--- src/rtl/hack_rom_sequencer.sv ---
// ROM ownership sequencer for a Hack-style CPU.
// In BOOT the shell host reads and writes the shared ROM one word at a time.
// A run command holds the CPU in reset for RESET_HOLD cycles and then hands
// the ROM address bus to the CPU fetch port. A halt command returns the ROM
// to the shell and puts the CPU back into reset.
module hack_rom_sequencer #(
  parameter int RESET_HOLD = 4,   // 1..255
  parameter int ROM_DEPTH  = 256
) (
  input  logic        CLK,
  input  logic        RST_N,
  // shell host port
  input  logic        host_req,
  input  logic        host_we,
  input  logic [15:0] host_addr,
  input  logic [15:0] host_wdata,
  output logic        host_ack,
  output logic [15:0] host_rdata,
  // run control
  input  logic        run_cmd,
  input  logic        halt_cmd,
  // CPU side
  input  logic [15:0] cpu_pc,
  output logic [15:0] cpu_inst,
  output logic        cpu_reset,
  // shared ROM port
  output logic [15:0] rom_addr,
  output logic [15:0] rom_wdata,
  output logic        rom_we,
  input  logic [15:0] rom_rdata,
  // status
  output logic [1:0]  mode,
  output logic        busy
);

  typedef enum logic [1:0] {
    BOOT = 2'd0,
    HOLD = 2'd1,
    RUN  = 2'd2
  } state_e;

  localparam logic [7:0]  HOLD_LAST = 8'(RESET_HOLD - 1);
  localparam logic [16:0] ROM_LIMIT = 17'(ROM_DEPTH);

  state_e      state_q, state_d;
  logic [7:0]  hold_cnt_q, hold_cnt_d;
  logic [1:0]  rst_sync_q;
  logic        busy_q;      // access accepted last cycle, ROM data arrives now
  logic        rd_q;        // that access is an in-range read
  logic        ack_q;
  logic [15:0] rdata_q;
  logic [15:0] rom_addr_q;
  logic [15:0] rom_wdata_q;
  logic [15:0] cpu_inst_q;

  logic        active;
  logic        accept;
  logic        in_range;

  // The FSM is allowed to act only once reset release has crossed two flops;
  // reset assertion still clears everything immediately.
  assign active   = rst_sync_q[1];
  assign in_range = ({1'b0, host_addr} < ROM_LIMIT);

  // Reset release synchroniser.
  always_ff @(posedge CLK or negedge RST_N) begin
    if (!RST_N) begin
      rst_sync_q <= 2'b00;
    end else begin
      // NOTE: state registers use non-blocking assignments so every flop
      // samples pre-edge values regardless of statement order.
      rst_sync_q <= {rst_sync_q[0], 1'b1};
    end
  end

  // Next-state logic, HOLD counter and shell access acceptance.
  always_comb begin
    // NOTE: every output of this block gets a default first, so no path
    // through the case statement can infer a latch.
    state_d    = state_q;
    hold_cnt_d = hold_cnt_q;
    accept     = 1'b0;
    case (state_q)
      BOOT: begin
        if (active) begin
          if (run_cmd && !halt_cmd && !busy_q) begin
            state_d    = HOLD;
            hold_cnt_d = 8'd0;
          end else if (host_req && !busy_q && !ack_q) begin
            accept = 1'b1;
          end
        end
      end
      HOLD: begin
        if (halt_cmd) begin
          state_d    = BOOT;
          hold_cnt_d = 8'd0;
        end else if (hold_cnt_q == HOLD_LAST) begin
          state_d    = RUN;
          hold_cnt_d = 8'd0;
        end else begin
          hold_cnt_d = hold_cnt_q + 8'd1;
        end
      end
      RUN: begin
        if (halt_cmd) begin
          state_d = BOOT;
        end
      end
      default: begin
        state_d    = BOOT;
        hold_cnt_d = 8'd0;
      end
    endcase
  end

  // ROM port mux: shell access, forced zero address, or CPU fetch address.
  always_comb begin
    rom_addr  = rom_addr_q;
    rom_wdata = rom_wdata_q;
    rom_we    = 1'b0;
    case (state_q)
      BOOT: begin
        if (accept) begin
          rom_addr  = host_addr;
          rom_wdata = host_wdata;
          rom_we    = host_we && in_range;
        end
      end
      HOLD:    rom_addr = 16'h0000;
      RUN:     rom_addr = cpu_pc;
      default: rom_addr = rom_addr_q;
    endcase
  end

  // State and HOLD counter registers.
  always_ff @(posedge CLK or negedge RST_N) begin
    if (!RST_N) begin
      state_q    <= BOOT;
      hold_cnt_q <= 8'd0;
    end else begin
      state_q    <= state_d;
      hold_cnt_q <= hold_cnt_d;
    end
  end

  // Shell transaction pipeline, held ROM bus values and CPU instruction register.
  always_ff @(posedge CLK or negedge RST_N) begin
    if (!RST_N) begin
      busy_q      <= 1'b0;
      rd_q        <= 1'b0;
      ack_q       <= 1'b0;
      rdata_q     <= 16'h0000;
      rom_addr_q  <= 16'h0000;
      rom_wdata_q <= 16'h0000;
      cpu_inst_q  <= 16'h0000;
    end else begin
      busy_q      <= accept;
      rd_q        <= accept && !host_we && in_range;
      ack_q       <= busy_q;
      if (busy_q) begin
        rdata_q <= rd_q ? rom_rdata : 16'h0000;
      end
      rom_addr_q  <= rom_addr;
      rom_wdata_q <= rom_wdata;
      // Instruction is only valid while RUN persists; leaving RUN clears it.
      cpu_inst_q  <= (state_q == RUN && state_d == RUN) ? rom_rdata : 16'h0000;
    end
  end

  assign host_ack   = ack_q;
  assign host_rdata = rdata_q;
  assign busy       = busy_q;
  assign mode       = state_q;
  assign cpu_reset  = (state_q != RUN);
  assign cpu_inst   = cpu_inst_q;

endmodule

--- config.mk ---
export PLATFORM = sky130hd
export DESIGN_NAME = hack_rom_sequencer
export DESIGN_NICKNAME = d
export VERILOG_FILES = /design/src/rtl/hack_rom_sequencer.sv
export SDC_FILE = /design/constraint.sdc
export NUM_CORES = 1
export LEC_CHECK = 0
export BUFFER_PORTS_ARGS = -buffer_cell sky130_fd_sc_hd__clkbuf_2
export CAP_MARGIN = 10
export CELL_PAD_IN_SITES_DETAIL_PLACEMENT = 0
export CELL_PAD_IN_SITES_GLOBAL_PLACEMENT = 1
export CORE_MARGIN = 1
export CORE_UTILIZATION = 35
export DETAILED_ROUTE_END_ITERATION = 8
export GPL_TIMING_DRIVEN = 0
export MAX_ROUTING_LAYER = met4
export PLACE_DENSITY_LB_ADDON = 0.3
export SKIP_CTS_REPAIR_TIMING = 1
export SLEW_MARGIN = 40
export SYNTH_ARGS = -nofsm -noshare
export SYNTH_HDL_FRONTEND = slang
export SYNTH_SLANG_ARGS = --single-unit
--- constraint.sdc ---
create_clock -name CLK -period 2.6 [get_ports CLK]
set_clock_uncertainty 0.1 [all_clocks]
set_input_delay 0 -clock CLK [delete_from_list [all_inputs] [get_ports CLK]]
set_output_delay 0 -clock CLK [all_outputs]
set_load 0.02 [all_outputs]
==> summary.md <==
| Metric | Value |
|---|---|
| Total gr overflow | 0 |
| Final setup vio count | 2 |
| ANT cells | 0 |
| Async S/R FF share, synth | 1.00 |
| Row Count | 35 |
| Worst setup path class | register to output pin |
| Status | finished with violations |
| Most common cell after layout, fill and taps aside | clkbuf_2 |
| Pwr dens | 623 nW/um^2 |
| Register bit total from synthesis | 79 |
| DRT antenna net count | 0 |
| Clock Latency Late Sink | 340 ps |
| RR Endpoint | rom_addr_q[3] |
| Crit end category | output pin |
| Worst VDD drop | 0.000268 V |
| Fin Hold WS | -52.8 ps |
| Worst Path Max Fanout | 10 |
| # IOs | 140 |
| Max Fclk | 382 MHz |
| Startpoint types | register |
| GPL Wtd Cong | 0.785 |
| Drt pass-1 iters | 4 |
| Final WS setup | -20.0 ps |
| Die ar. | 10000 um^2 |
| Antenna violations before repair | 0 |
| Layout cells sized above 1 | 0.332 |
| Reg2reg start | mode[1] |
| R2r worst-path depth | 7 |
| Commonest non-fill, non-tap cells in the layout | clkbuf_2 (115), dfrtp_1 (76), dlygate4sd3_1 (63), nand2_1 (51) |
| Hold Path Class | input pin to register |
| Max-cap violations | 0 |
| DP Wirelength | 6260 um |
| Dpl cell area | 4260 um^2 |
| Critical path endpoint | rom_addr[3] |
| Main flop type after synthesis | dfrtp_1 |
| Violated checks | negative hold slack, negative setup slack |
| Die Y | 100 um |
| CP startpoint | mode[1] |
| Design Area, Final | 5310 um^2 |
| Synth cell types | 38 |
| YS warnings | 0 |
| Drt wl/cell | 13.7 um |
| Fin util | 0.571 |
| Reg clk slew, reported paths | 80 ps |
| Final-report max-slew violation count | 0 |
| Slew HR | 0.576 |
| Post-synthesis area per instance | 10.3 um^2 |
| Chip width | 100 um |
| Total CTS buffers | 9 |
| Tightest Pin Transition | 631 ps |
| Clk buf depth | 2 |
| Vias in the first global route | 2736 |
| DRC | 0 |
| Min Tclk post-route | 2620 ps |
| First-pass GRT wire length | 13800 um |
| Final period utilization | 1.01 |
| RSZ-0062 raised after global routing | yes |
| H-Tree Depth | 3 |
| Mapped Area | 3370 um^2 |
| Crit path DAT | 2520 ps |
| Via count of the routed design | 3162 |
| Initial detailed-routing violation count | 68 |
| Largest net degree at the start of global routing | 57 |
| CTS sink cnt | 79 |
| CTS tree | yes |
| GRT Util Overall | 0.182 |
| EDFF count, synth | 0 |
| Placeable Area | 9280 um^2 |
| Starting Density | 0.363 |
| Cell count after synthesis | 326 |
| Reg2reg setup slack | 310 ps |
| Nets | 618 |
| Via density | 4.64 |
| Final hold vios | 4 |
| CTS root buf | clkbuf_8 |
| LEAKAGE | 2.69 nW |
| Post-synth net total | 397 |
| Sequential element share of the synthesized area | 0.586 |
| Area growth syn-to-layout | 57.4% |
| CP required | 2500 ps |
| Final WL | 9330 um |
| Port Buffers | 139 |
[how the worst min path moves through the flow]
stage | end | start | slack (ps) | cells after the start
after floorplan | busy | RST_N | -400 | 0
after global placement | rd_q | host_we | 100 | 2
after detailed placement | rom_addr_q[13] | RST_N | -210 | 1
after global routing | rom_addr_q[3] | host_addr[3] | 0.5 | 4
final | rom_addr_q[9] | host_addr[9] | -50 | 3
after CTS | rom_addr_q[13] | RST_N | -590 | 1
[state kept, by name, summed over array words and instances (netlist names)]
register / cells
cpu_inst: 16
host_rdata: 16
rom_addr_q: 16
rom_wdata_q: 16
hold_cnt_q: 8
mode: 2
rst_sync_q: 2
busy: 1
host_ack: 1
rd_q: 1
[metrics by stage]
step | worst slack, ps | hold WS (ps) | setup TNS (ps) | power, mW | instances
6_report | -20.0 | -52.8 | -22.3 | 3.31 | 681
5_1_grt | -112 | 0.549 | -890 | 3.47 | 681
4_1_cts | -266 | -593 | -4690 | 3.19 | 611
3_5_place_dp | 139 | -209 | 0 | 2.08 | 595
3_3_place_gp | 154 | 96.7 | 0 | 2.06 | 594
2_1_floorplan | 59.1 | -396 | 0 | 1.81 | 326
[cell families after synthesis]
group / after synthesis / synth area share
multiplexers: 22 / 0.0657
buffers and inverters: 40 / 0.0553
AO/OA/AOI/OAI: 60 / 0.107
flip-flops: 79 / 0.586
AND/OR/NAND/NOR: 122 / 0.178
XOR/XNOR: 1 / 0.00260
adder cells (fa/ha/maj): 1 / 0.00371
other: 1 / 0.00111
[layout make-up]
class,count,area (um^2)
clock buffer,9,124
buffer,17,124
timing repair buffer,213,1490
inverter,20,81.3
tap,129,161
clock inverter,7,119
fill,861,3980
multi-input combinational,207,1220
sequential,79,1980
[metal layers]
metal	up-vias	GRT usage	part of all wire
li1	1556	-	-
met1	1507	0.243	0.45
met2	91	0.279	0.49
met3	8	0.0439	0.050
met4	0	0.0479	0.010
met5	-	-	0
[report_power, final]
part | leakage, nW | total [mW] | switching (mW) | internal, mW
sequential | 1.05 | 1.41 | 0.0591 | 1.35
combinational | 1.52 | 0.786 | 0.434 | 0.352
clock | 0.116 | 1.11 | 0.468 | 0.640
[cells in the mapped netlist, drive strengths merged, types with 2 or more instances]
master	count	area (um^2)
o21ai	25	125
inv	18	67.6
nor3	5	25.0
and2	24	150
o22ai	10	62.6
clkbuf	13	48.8
dfrtp	79	1980
a21oi	4	20.0
nor4	3	18.8
buf	7	61.3
a22o	3	26.3
nor2	5	18.8
nand2b	3	18.8
mux2i	21	210
a22oi	7	52.6
nand3	22	110
clkinv	2	8.75
a31oi	8	50.1
and3	2	12.5
nand2	51	191
[critical path, stage by stage, from the launching register on]
cell	delay, ps
dfrtp_2	420
or4b_4	540
or3_4	390
buf_12	160
inv_4	100
buf_8	140
a22oi_1	90
o21ai_1	150
buf_4	190
No activity file was read; power rests on OpenSTA's default activity.
